## src/rtl/crc_frame_serializer_if.sv

```systemverilog
// crc_frame_serializer_if: byte-stream input and serial bit-link output of the
// CRC frame serializer, grouped so the framing stage and its neighbours share one bundle.
interface crc_frame_serializer_if #(
    parameter int DATA_W = 8
);
    logic [DATA_W-1:0] s_data;
    logic              s_valid;
    logic              s_last;
    logic              s_ready;
    logic              tx_bit;
    logic              tx_valid;
    logic              tx_ready;
    logic              tx_last;

    modport master (
        output s_data, s_valid, s_last, tx_ready,
        input  s_ready, tx_bit, tx_valid, tx_last
    );

    modport slave (
        input  s_data, s_valid, s_last, tx_ready,
        output s_ready, tx_bit, tx_valid, tx_last
    );
endinterface

```

## src/rtl/crc_frame_serializer.sv

```systemverilog
// crc_frame_serializer: transmit-side framing stage. Serialises each byte frame
// MSB-first, steers an external CCITT serial CRC engine over the data bits, then
// appends the 16-bit CRC and an inter-frame gap.
// Optional feature: define CRC_FRAME_INVERT_EN to append the ones-complement of the CRC.
module crc_frame_serializer #(
    parameter int DATA_W     = 8,
    parameter int CRC_W      = 16,
    parameter int IFG_CYCLES = 2
) (
    input  logic                  clk,
    input  logic                  reset,
    crc_frame_serializer_if.slave bus,
    output logic                  o_crc_enable,
    output logic                  o_crc_init,
    output logic                  o_crc_data,
    input  logic [CRC_W-1:0]      i_crc_value,
    output logic                  o_busy
);
    localparam int MAX_DC  = (CRC_W > DATA_W) ? CRC_W : DATA_W;
    localparam int MAX_ALL = (IFG_CYCLES > MAX_DC) ? IFG_CYCLES : MAX_DC;
    localparam int CNT_W   = $clog2(MAX_ALL) + 1;

    typedef enum logic [2:0] {
        ST_IDLE,
        ST_INIT,
        ST_DATA,
        ST_CRC_LOAD,
        ST_CRC,
        ST_GAP
    } state_t;

    state_t            r_state;
    state_t            w_stateNext;
    logic [DATA_W-1:0] r_sreg;
    logic [DATA_W-1:0] w_sregNext;
    logic [CRC_W-1:0]  r_crcSreg;
    logic [CRC_W-1:0]  w_crcSregNext;
    logic [CRC_W-1:0]  w_crcCapture;
    logic [CNT_W-1:0]  r_cnt;
    logic [CNT_W-1:0]  w_cntNext;
    logic              r_byteVld;
    logic              w_byteVldNext;
    logic              r_lastFlag;
    logic              w_lastFlagNext;
    logic              w_sReady;
    logic              w_txBit;
    logic              w_txValid;
    logic              w_txLast;
    logic              w_crcEnable;
    logic              w_crcInit;
    logic              w_crcData;

`ifdef CRC_FRAME_INVERT_EN
    assign w_crcCapture = ~i_crc_value;
`else
    assign w_crcCapture = i_crc_value;
`endif

    // State and datapath registers; synchronous reset drops any frame in flight
    always_ff @(posedge clk) begin
        if (reset) begin
            r_state    <= ST_IDLE;
            r_sreg     <= '0;
            r_crcSreg  <= '0;
            r_cnt      <= '0;
            r_byteVld  <= 1'b0;
            r_lastFlag <= 1'b0;
        end else begin
            r_state    <= w_stateNext;
            r_sreg     <= w_sregNext;
            r_crcSreg  <= w_crcSregNext;
            r_cnt      <= w_cntNext;
            r_byteVld  <= w_byteVldNext;
            r_lastFlag <= w_lastFlagNext;
        end
    end

    // Next-state, shift/count updates and handshake outputs for the framing sequence
    always_comb begin
        w_stateNext    = r_state;
        w_sregNext     = r_sreg;
        w_crcSregNext  = r_crcSreg;
        w_cntNext      = r_cnt;
        w_byteVldNext  = r_byteVld;
        w_lastFlagNext = r_lastFlag;
        w_sReady       = 1'b0;
        w_txBit        = 1'b0;
        w_txValid      = 1'b0;
        w_txLast       = 1'b0;
        w_crcEnable    = 1'b0;
        w_crcInit      = 1'b0;
        w_crcData      = 1'b0;

        case (r_state)
            ST_IDLE: begin
                w_sReady = 1'b1;
                if (bus.s_valid) begin
                    w_sregNext     = bus.s_data;
                    w_lastFlagNext = bus.s_last;
                    w_cntNext      = '0;
                    w_byteVldNext  = 1'b1;
                    w_stateNext    = ST_INIT;
                end
            end

            ST_INIT: begin
                w_crcEnable = 1'b1;
                w_crcInit   = 1'b1;
                w_stateNext = ST_DATA;
            end

            ST_DATA: begin
                if (r_byteVld) begin
                    w_txBit   = r_sreg[DATA_W-1];
                    w_txValid = 1'b1;
                    w_crcData = w_txBit;
                    if (bus.tx_ready) begin
                        w_crcEnable = 1'b1;
                        w_sregNext  = {r_sreg[DATA_W-2:0], 1'b0};
                        w_cntNext   = r_cnt + CNT_W'(1);
                        if (r_cnt == CNT_W'(DATA_W - 1)) begin
                            w_cntNext = '0;
                            if (r_lastFlag) begin
                                w_stateNext = ST_CRC_LOAD;
                            end else begin
                                w_sReady = 1'b1;
                                if (bus.s_valid) begin
                                    w_sregNext     = bus.s_data;
                                    w_lastFlagNext = bus.s_last;
                                end else begin
                                    w_byteVldNext = 1'b0;
                                end
                            end
                        end
                    end
                end else begin
                    w_sReady = 1'b1;
                    if (bus.s_valid) begin
                        w_sregNext     = bus.s_data;
                        w_lastFlagNext = bus.s_last;
                        w_cntNext      = '0;
                        w_byteVldNext  = 1'b1;
                    end
                end
            end

            ST_CRC_LOAD: begin
                w_crcSregNext = w_crcCapture;
                w_cntNext     = '0;
                w_stateNext   = ST_CRC;
            end

            ST_CRC: begin
                w_txBit   = r_crcSreg[CRC_W-1];
                w_txValid = 1'b1;
                w_txLast  = (r_cnt == CNT_W'(CRC_W - 1));
                if (bus.tx_ready) begin
                    w_crcSregNext = {r_crcSreg[CRC_W-2:0], 1'b0};
                    w_cntNext     = r_cnt + CNT_W'(1);
                    if (w_txLast) begin
                        w_cntNext   = '0;
                        w_stateNext = (IFG_CYCLES == 0) ? ST_IDLE : ST_GAP;
                    end
                end
            end

            ST_GAP: begin
                w_cntNext = r_cnt + CNT_W'(1);
                if (r_cnt == CNT_W'(IFG_CYCLES - 1)) begin
                    w_cntNext   = '0;
                    w_stateNext = ST_IDLE;
                end
            end

            default: begin
                w_stateNext = ST_IDLE;
            end
        endcase
    end

    assign bus.s_ready   = w_sReady & ~reset;
    assign bus.tx_bit    = w_txBit & ~reset;
    assign bus.tx_valid  = w_txValid & ~reset;
    assign bus.tx_last   = w_txLast & ~reset;
    assign o_crc_enable  = w_crcEnable & ~reset;
    assign o_crc_init    = w_crcInit & ~reset;
    assign o_crc_data    = w_crcData & ~reset;
    assign o_busy        = (r_state != ST_IDLE) & ~reset;
endmodule

```

## src/flat_wrapper.sv

```systemverilog
// flat-port wrapper written by rule: the top's interface ports become plain ports
module crc_frame_serializer_flat 
#(
    parameter int DATA_W     = 8,
    parameter int CRC_W      = 16,
    parameter int IFG_CYCLES = 2
)
  (clk, reset, o_crc_enable, o_crc_init, o_crc_data, i_crc_value, o_busy, bus_s_data, bus_s_valid, bus_s_last, bus_tx_ready, bus_s_ready, bus_tx_bit, bus_tx_valid, bus_tx_last);
  crc_frame_serializer_if #(.DATA_W(DATA_W)) bus_i ();
  input  logic clk;
  input  logic reset;
  output logic o_crc_enable;
  output logic o_crc_init;
  output logic o_crc_data;
  input  logic [CRC_W-1:0] i_crc_value;
  output logic o_busy;
  input wire logic [$bits(bus_i.s_data)-1:0] bus_s_data;
  input wire logic [$bits(bus_i.s_valid)-1:0] bus_s_valid;
  input wire logic [$bits(bus_i.s_last)-1:0] bus_s_last;
  input wire logic [$bits(bus_i.tx_ready)-1:0] bus_tx_ready;
  output wire logic [$bits(bus_i.s_ready)-1:0] bus_s_ready;
  output wire logic [$bits(bus_i.tx_bit)-1:0] bus_tx_bit;
  output wire logic [$bits(bus_i.tx_valid)-1:0] bus_tx_valid;
  output wire logic [$bits(bus_i.tx_last)-1:0] bus_tx_last;
  assign bus_i.s_data = bus_s_data;
  assign bus_i.s_valid = bus_s_valid;
  assign bus_i.s_last = bus_s_last;
  assign bus_i.tx_ready = bus_tx_ready;
  assign bus_s_ready = bus_i.s_ready;
  assign bus_tx_bit = bus_i.tx_bit;
  assign bus_tx_valid = bus_i.tx_valid;
  assign bus_tx_last = bus_i.tx_last;
  crc_frame_serializer #(.DATA_W(DATA_W), .CRC_W(CRC_W), .IFG_CYCLES(IFG_CYCLES)) u_core (.clk(clk), .reset(reset), .bus(bus_i), .o_crc_enable(o_crc_enable), .o_crc_init(o_crc_init), .o_crc_data(o_crc_data), .i_crc_value(i_crc_value), .o_busy(o_busy));
endmodule
```

## config.mk

```make
export PLATFORM = sky130hd
export DESIGN_NAME = crc_frame_serializer_flat
export DESIGN_NICKNAME = d
export VERILOG_FILES = /design/src/rtl/crc_frame_serializer_if.sv /design/src/rtl/crc_frame_serializer.sv /design/src/flat_wrapper.sv
export SDC_FILE = /design/constraint.sdc
export NUM_CORES = 1
export LEC_CHECK = 0
export CAP_MARGIN = 20
export CORE_UTILIZATION = 48
export DETAILED_ROUTE_END_ITERATION = 6
export GPL_ROUTABILITY_DRIVEN = 0
export PLACE_DENSITY_LB_ADDON = 0.25
export SETUP_SLACK_MARGIN = 0.05
export SKIP_CTS_REPAIR_TIMING = 1
export SYNTH_ARGS = -nofsm -noshare
export SYNTH_HDL_FRONTEND = slang
export SYNTH_SLANG_ARGS = --single-unit
```

## constraint.sdc

```tcl
create_clock -name clk -period 1.4 [get_ports clk]
set_input_delay 0.35 -clock clk [delete_from_list [all_inputs] [get_ports clk]]
set_output_delay 0.35 -clock clk [all_outputs]
set_load 0.01 [all_outputs]
```

==> out/results.ini <==
[status]
outcome = complete, but fails checks
failed_checks = negative setup slack

[sta]
finalSetupViolations = 39
layout_min_cycle_time_ns = 1.857
timing.final.ws_setup_ns = -0.4569
slew_viol_final = 0
fmax_mhz = 538.5
worstMarginPinSlew_ns = 0.4059
relSlewSlack_pct = 72.86
skew_ns = 0.01293
hold_viol = 0
grt_setup_unrepaired = true
finalCritPeriodShare_pct = 132.6

[synth]
synthSimpleGateAreaFrac_pct = 26.22
synth_compound_area_share_pct = 29.22
synth_cell_types = 57
syn-num-nets = 290
synth_edf_count = 0
synth_cells = 257
ys.flop_type = dfxtp_1
synth_area_leaders = dfxtp_1 32%, nand2_1 6.9%, a311oi_1 6.2%, nor2_1 5.8%, o211ai_2 4.1%
synth_fa_ha_area_share_pct = 2.352
avgSynthCellArea_um2 = 8.281
yosysSeqAreaShare_pct = 31.98
synthMuxAreaShare_pct = 3.175
yosys.area_share.xor_xnor_pct = 0.4115
synth-seq-cells = 34
synth.cell_area_um2 = 2128
synth_top_area_share_pct = 31.98
synthArstFlopShare_pct = 0
synth_top_area_cell = dfxtp_1
yosysWarnings = 0
synth_top_family_by_area = compound AO/OA/AOI/OAI gates

[clock_network]
cts_tree = yes
numCtsBuffers = 5
clk_pin_slew_ns = 0.09
htree_levels = 2
cts_buffer_depth = 2
clk_latency_ns = 0.30
clock_tree.root_cell = clkbuf_8
numClockSinks = 34

[floorplanning]
io_pins = 37
die_area_um2 = 4704
core_um2 = 4115
rows = 23
initial_utilization_pct = 51.72
die_y_um = 68.59
die_x_um = 68.59

[placement]
dp_hpwl_mm = 3.733
port-buffer-count = 36
placed_area_um2 = 2934
dp_cells = 369

[drt]
wirelength_mm = 7.476
routed_via_density = 6.112
drtIter0Drc = 237
wl_per_cell_um = 18.97
ant_nets = 0
first_pass_iters = 5
drcViolationCount = 0
vias = 2408

[finish]
fin_util_pct = 85.25
drive_above_1_share_pct = 46.80
multi_input_area_um2 = 1613
regArea_um2 = 699.4
final_cell_mix = 43 x buf_4, 33 x nand2_1, 27 x dfxtp_1
fin_nets = 376
fill_cells = 222
final_common_cell = buf_4
finish.instance_area_um2 = 3508
n_antenna_cell = 0
syn_to_final_growth_pct = 64.84
final_cells = 394

[power]
p_leak_nw = 1.394
ir_drop_v = 0.0006278
totalPowerFinal_w = 0.003501
p_per_area_nw_per_um2 = 997.8

[global_routing]
grt_max_degree = 31
grt_pass1_vias = 1942
track_usage_pct = 24.28
grt_first_pass_wirelength_mm = 8.514
overflow = 0
antenna_found_initial = 0

[setup_path]
crit_type = flip-flop to primary output
crit_fanout = 6
ff2ff_path_depth = 6
crit_path_start_kind = flip-flop
cp.arrival_ns = 1.51
end_kind = primary output
cp.required_ns = 1.05

[worst_hold_path]
hp-class = input pin to flip-flop
hold_path_depth = 3

[job]
drv_cap = 0

-- critical path, stage by stage, from the launching register on --
cell	delay, ns
dfxtp_4	0.40
or2b_4	0.31
a211oi_2	0.30
buf_2	0.21
-- worst paths after layout --
kind                                          start                   to  slack (ns)
worst min register to register  u_core.r_crcSreg[3]  u_core.r_crcSreg[4]        0.49
worst max register to register    u_core.r_state[0]     u_core.r_sreg[2]       -0.30
worst min-delay path                          reset  u_core.r_crcSreg[7]        0.48
worst max-delay path              u_core.r_state[0]         o_crc_enable       -0.46
-- final cells by class --
type | instances | area share, %
Clock buffer | 6 | 2.675
Clock inverter | 2 | 1.106
Inverter | 8 | 0.9272
Multi-Input combinational cell | 196 | 45.97
Sequential cell | 34 | 19.94
Tap cell | 50 | 1.783
Timing Repair Buffer | 98 | 27.60
-- state kept, by name (all words and copies together), names as in the netlist --
register,count
u_core.r_sreg,8
u_core.r_crcSreg,16
u_core.r_byteVld,1
u_core.r_cnt,5
u_core.r_lastFlag,1
u_core.r_state,3
-- per-layer routing --
layer / track usage (%) / vias up / part of all wire [%]
met5: 0 / - / 0
met4: 8.594 / 0 / 2.7
met3: 4.934 / 20 / 5.3
met2: 42.52 / 111 / 51
met1: 29.11 / 1165 / 41
li1: - / 1112 / -
-- report_power, final --
part	leakage, nW	switching, W	internal (W)
clock	0.0665	0.000423	0.000642
sequential	0.281	0.000106	0.00108
combinational	1.05	0.000604	0.000649
-- kinds of logic (layout without fill, tap and decap cells) --
group,count (synthesis),after routing
muxes,6,6
AOI/OAI and AO/OA,72,72
and+or+nand+nor,113,113
adders and majority gates,4,4
DFF,34,34
xor gates and xnor gates,1,1
buffers and inverters,27,114
-- metrics by stage --
step | worst slack [ns] | setup TNS [ns] | hold WS [ns]
after floorplan | -0.05603 | -0.1939 | 0.4535
after global placement | -0.8828 | -17.13 | 0.4612
after detailed placement | -0.8786 | -18.33 | 0.4652
after CTS | -0.9315 | -12.24 | 0.4755
after global routing | -0.4652 | -7.590 | 0.4936
final | -0.4569 | -6.341 | 0.4812
-- synth_stat cells (all sizes together) (2+ instances only) --
library cell and instances:
a22oi 2, ha 4, nor2b 5, a21oi 13, o2bb2ai 2, or3b 2, nand4 3, or2 2
and3b 2, a22o 2, a311oi 15, a31oi 2, nand3 7, o22ai 3, dfxtp 34, nand2b 7
o211ai 8, clkbuf 5, nor3 3, mux2 6, o21ai 7, nor2 34, o21a 2, a211oi 7
nand2 39, buf 14, inv 8
Power figures use the tool's default switching activity.
